File: src/rtl/instr_fetch_unit.sv
// instr_fetch_unit: instruction-fetch stage ahead of the Harvard instruction ROM.
// Owns the PC and drives the ROM byte address. It captures the combinational
// ROM word into the instruction register, applies MIPS-style redirects with one
// delay slot, and halts on a redirect to HALT_ADDR or to a misaligned target.
//
// Ports:
//   clk             rising-edge clock
//   reset           synchronous active-high reset
//   stall           downstream not ready; all fetch state holds
//   redirect        taken branch/jump for the instruction currently in ir
//   redirect_target byte address of the redirect destination
//   instr_address   ROM byte address (the pc register)
//   instr_readdata  combinational ROM data for instr_address
//   ir, ir_pc       fetched word and the address it came from
//   ir_valid        ir/ir_pc hold a live instruction
//   active          high until the CPU halts
//   fetch_error     sticky; halt was caused by a misaligned target
module instr_fetch_unit #(
  parameter logic [31:0] RESET_VECTOR = 32'h0000_0000,
  parameter logic [31:0] HALT_ADDR    = 32'h0000_0000
) (
  input  logic        clk,
  input  logic        reset,
  input  logic        stall,
  input  logic        redirect,
  input  logic [31:0] redirect_target,
  output logic [31:0] instr_address,
  input  logic [31:0] instr_readdata,
  output logic [31:0] ir,
  output logic [31:0] ir_pc,
  output logic        ir_valid,
  output logic        active,
  output logic        fetch_error
);

  localparam int unsigned XLEN = 32;

  typedef enum logic [1:0] {
    S_FETCH      = 2'd0,
    S_HALT_DRAIN = 2'd1,
    S_HALTED     = 2'd2
  } state_e;

  state_e            state_q, state_d;
  logic [XLEN-1:0]   pc_q, pc_d;
  logic [XLEN-1:0]   ir_q, ir_d;
  logic [XLEN-1:0]   ir_pc_q, ir_pc_d;
  logic              ir_valid_q, ir_valid_d;
  logic              pend_valid_q, pend_valid_d;
  logic [XLEN-1:0]   pend_target_q, pend_target_d;
  logic              err_pend_q, err_pend_d;
  logic              active_q, active_d;
  logic              fetch_error_q, fetch_error_d;

  // Redirect selection: a live redirect beats a deferred one.
  logic              jump_c;
  logic [XLEN-1:0]   jump_tgt_c;
  logic              misalign_c;
  logic              halt_c;

  assign jump_c     = redirect | pend_valid_q;
  assign jump_tgt_c = redirect ? redirect_target : pend_target_q;
  assign misalign_c = (jump_tgt_c[1:0] != 2'b00);
  assign halt_c     = jump_c && ((jump_tgt_c == HALT_ADDR) || misalign_c);

  // Next-state and register-next logic.
  always_comb begin
    state_d       = state_q;
    pc_d          = pc_q;
    ir_d          = ir_q;
    ir_pc_d       = ir_pc_q;
    ir_valid_d    = ir_valid_q;
    pend_valid_d  = pend_valid_q;
    pend_target_d = pend_target_q;
    err_pend_d    = err_pend_q;
    active_d      = active_q;
    fetch_error_d = fetch_error_q;

    unique case (state_q)
      S_FETCH: begin
        if (stall) begin
          // Defer a redirect that arrives while stalled; newest wins.
          if (redirect) begin
            pend_valid_d  = 1'b1;
            pend_target_d = redirect_target;
          end
        end else begin
          // pc already points at branch+4, so this edge captures the delay slot.
          ir_d         = instr_readdata;
          ir_pc_d      = pc_q;
          ir_valid_d   = 1'b1;
          pend_valid_d = 1'b0;
          if (halt_c) begin
            state_d    = S_HALT_DRAIN;
            err_pend_d = misalign_c;
          end else if (jump_c) begin
            pc_d = jump_tgt_c;
          end else begin
            pc_d = pc_q + XLEN'(4);
          end
        end
      end

      S_HALT_DRAIN: begin
        if (!stall) begin
          ir_valid_d    = 1'b0;
          active_d      = 1'b0;
          fetch_error_d = err_pend_q;
          state_d       = S_HALTED;
        end
      end

      S_HALTED: begin
      end

      default: begin
        state_d = S_HALTED;
      end
    endcase
  end

  // State and register update with synchronous reset.
  always_ff @(posedge clk) begin
    if (reset) begin
      state_q       <= S_FETCH;
      pc_q          <= RESET_VECTOR;
      ir_q          <= '0;
      ir_pc_q       <= '0;
      ir_valid_q    <= 1'b0;
      pend_valid_q  <= 1'b0;
      pend_target_q <= '0;
      err_pend_q    <= 1'b0;
      active_q      <= 1'b1;
      fetch_error_q <= 1'b0;
    end else begin
      state_q       <= state_d;
      pc_q          <= pc_d;
      ir_q          <= ir_d;
      ir_pc_q       <= ir_pc_d;
      ir_valid_q    <= ir_valid_d;
      pend_valid_q  <= pend_valid_d;
      pend_target_q <= pend_target_d;
      err_pend_q    <= err_pend_d;
      active_q      <= active_d;
      fetch_error_q <= fetch_error_d;
    end
  end

  assign instr_address = pc_q;
  assign ir            = ir_q;
  assign ir_pc         = ir_pc_q;
  assign ir_valid      = ir_valid_q;
  assign active        = active_q;
  assign fetch_error   = fetch_error_q;

endmodule

File: config.mk
export PLATFORM = sky130hd
export DESIGN_NAME = instr_fetch_unit
export DESIGN_NICKNAME = d
export VERILOG_FILES = /design/src/rtl/instr_fetch_unit.sv
export SDC_FILE = /design/constraint.sdc
export NUM_CORES = 1
export LEC_CHECK = 0
export CAP_MARGIN = 25
export CORE_MARGIN = 4
export CORE_UTILIZATION = 45
export DETAILED_ROUTE_END_ITERATION = 8
export PLACE_DENSITY = 0.81
export SYNTH_ARGS = -nofsm -noshare
export SYNTH_HDL_FRONTEND = slang
export SYNTH_SLANG_ARGS = --single-unit
File: constraint.sdc
create_clock -name clk -period 3.4 [get_ports clk]
set_input_delay 0.68 -clock clk [delete_from_list [all_inputs] [get_ports clk]]
set_output_delay 0.68 -clock clk [all_outputs]
set_load 0.02 [all_outputs]
==> results of run 1 <==
layout make-up:
type / count / area, um2
flip-flops and latches: 135 / 2700
clock buffers: 18 / 439
clock inverters: 14 / 253
multi-input cells: 598 / 3000
fillers: 1146 / 4320
repair buffers: 192 / 1870
inverters: 8 / 30.0
well taps: 172 / 215
report_power, final:
part	internal [W]	total (W)	leakage, nW	switching, W
registers	0.00167	0.00176	1.10	0.0000903
logic	0.000292	0.000660	1.57	0.000368
clock network	0.00146	0.00215	0.332	0.000690
through the flow:
| stage | util | instance area [um2] | hold WS [ns] | total power, W | instances |
|---|---|---|---|---|---|
| 2_1_floorplan | - | 5970 | 0.432 | 0.00211 | 801 |
| 3_3_place_gp | 0.609 | 7820 | 0.437 | 0.00244 | 1105 |
| 3_5_place_dp | 0.609 | 7820 | 0.446 | 0.00244 | 1105 |
| 4_1_cts | 0.663 | 8510 | 0.454 | 0.00459 | 1137 |
| 5_1_grt | 0.663 | 8510 | 0.466 | 0.00473 | 1137 |
| 6_report | 0.663 | 8510 | 0.451 | 0.00457 | 1137 |
critical path, stage by stage:
cell             delay [ns]
clkdlybuf4s50_1        0.50
buf_12                 0.17
or4b_1                 0.44
o22ai_1                0.20
o221ai_2               0.18
or4_1                  0.59
nand3_2                0.31
o32ai_1                0.16
flip-flops by register name, summed over array words and instances (netlist names), 2 cells and up:
register,count
instr_address,32
state_q,2
pend_target_q,32
ir,32
ir_pc,32
cell usage in the layout, fill, tap and decap left out, drive strengths merged, types with 8 or more instances in the layout:
master / Yosys / final
clkbuf: 45 / 18
nor2: 40 / 40
nand2: 238 / 238
nor3: 23 / 23
buf: 15 / 27
or4: 8 / 8
nand3: 17 / 17
nor4: 8 / 8
dfxtp: 135 / 135
o21ai: 30 / 30
o22ai: 14 / 14
a21oi: 121 / 121
and3: 9 / 9
clkdlybuf4s50: 0 / 165
cell families after synthesis:
kind of cell | share of synthesized area
fa+ha+maj | 0.00210
buf+inv | 0.0455
simple gates | 0.274
compound gates | 0.216
flops | 0.453
mux | 0.0105
per-layer routing:
| layer | vias up | global-route usage | wire length, um |
|---|---|---|---|
| met5 | - | 0 | 8 |
| met4 | 2 | 0.107 | 528 |
| met3 | 49 | 0.0759 | 2380 |
| met2 | 397 | 0.390 | 8750 |
| met1 | 2899 | 0.350 | 8020 |
| li1 | 3107 | - | - |
cell usage after synthesis, types with 5 or more instances:
library cell | number | area, um2
nand4_1 | 7 | 43.8
nor2_1 | 40 | 150
o211ai_1 | 6 | 45.0
or3_1 | 6 | 37.5
a31oi_1 | 6 | 37.5
a221o_1 | 5 | 50.1
o22ai_1 | 14 | 87.6
buf_1 | 9 | 33.8
nor3_1 | 23 | 115
or4_1 | 8 | 60.1
a211oi_1 | 7 | 52.6
nor4_1 | 6 | 37.5
dfxtp_1 | 135 | 2700
inv_1 | 7 | 26.3
nand3_1 | 16 | 80.1
and3_1 | 9 | 56.3
o21ai_0 | 28 | 140
nand2_1 | 238 | 893
clkbuf_1 | 45 | 169
a21oi_1 | 121 | 606
worst max-delay path by stage:
stage | start | to | slack (ns) | cells past startpoint
6_report | redirect | instr_address[30] | 0.46 | 8
5_1_grt | redirect | instr_address[30] | 0.32 | 8
4_1_cts | redirect | instr_address[30] | 0.50 | 8
2_1_floorplan | redirect_target[25] | instr_address[17] | 0.74 | 7
3_5_place_dp | redirect | instr_address[30] | 0.06 | 8
3_3_place_gp | redirect | instr_address[30] | 0.07 | 8
==> results.md, run 1 <==
* CP required at 3.69 ns
* Antenna cells at 0
* # rows at 41
* Worst r2r src: pend_valid_q
* Max Fclk at 0.340 GHz
* Crit end category: flop
* Die area at 15200 um2
* Reg2reg path depth at 6
* Synthesized flop and latch total at 135
* Setup_tns at 0 ns
* Leakage at 3.00 nW
* Max FO, Critical Path at 28
* Vias in the first global route at 5769
* Total grt overflow at 0
* Post-Syn Instances at 801
* Flop2flop setup slack at 0.93 ns
* Unique masters post-synth at 57
* Crit path DAT at 3.23 ns
* Fin crit period at 2.94 ns
* Synth async-reset ratio at 0
* PnR worst setup slack at 0.462 ns
* RSZ-0062 raised after global routing: no
* Starting DRT DRC Count at 716
* Worst clock skew at 0.00681 ns
* CTS Root Cell: clkbuf_16
* Max-cap check violation count at 0
* CTS Hold Buffers Added at 0
* # resized after CTS at 0
* Outcome: complete, no violations
* First-pass GRT wire length at 30.6 mm
* Hold_sp: ir[5]
* Synth Warn # at 0
* Actual slew at the worst max-slew pin at 0.894 ns
* First-pass DRT Iterations at 5
* Rel. slew slack at 0.403
* Max Slew Vio Count at 0
* Clock Sinks at 135
* Min-Delay Path Depth at 2
* Hold Crit Class: flop to flop
* Gr usage total at 0.260
* GPL Wtd Cong at 0.948
* Port Buffer Count at 166
* Residual DRC at 0
* Sequential area share after synthesis at 0.453
* Syn-to-layout area delta at 42.5%
* Critical Path Start Type: input pin
* Reg clk slew, reported paths at 0.06 ns
* Mapped cell area at 5970 um2
* Post-synth EDFFs at 0
* Setup fix buffers added after clock tree synthesis at 0
* CTS H-Tree Depth at 4
* DR WL/cell at 17.3 um
* Largest net degree at the start of global routing at 79
* Initial antenna violation count at 1
* Via count at 6454
* Routed WL at 19.7 mm
* Setup Crit Path Kind: input pin to flop
* DP Wirelength at 13.8 mm
* # setup viols final at 0
* # IOs at 167
* Worst skew pair latency at 0.42 ns
* Final nets at 1021
* Placeable Area at 12800 um2
* Via density at 5.68
* Final period util at 0.864
* PwrDens at 537 nW/um2
* CTS max path bufs at 2
* DIE WIDTH at 123 um
* Hold EP: ir[5]
* Num CTS Buffers at 17
* RR Endpoint: instr_address[17]
* Initial core utilization at 0.465
* Synth Area per Inst at 7.45 um2
* Post-Place Worst Slack at 0.0573 ns
* Synth Flop Type: dfxtp_1
* Antenna viol nets, final at 0
* Fin. Hold Viols at 0
* Post-synth net total at 870
* Layout cell share with drive strength beyond 1 at 0.0736
* Worst vdd ir at 0.297 mV
* TritonCTS clock tree: done
* Die height at 123 um
Power figures use the tool's default switching activity.
==> inputs of run 2 (changes only) <==
Settings changed: HOLD_SLACK_MARGIN set to 0.06, SLEW_MARGIN set to 20.
==> results of run 2 <==
The final DEF is identical to that of run 1; final timing and power are the same.
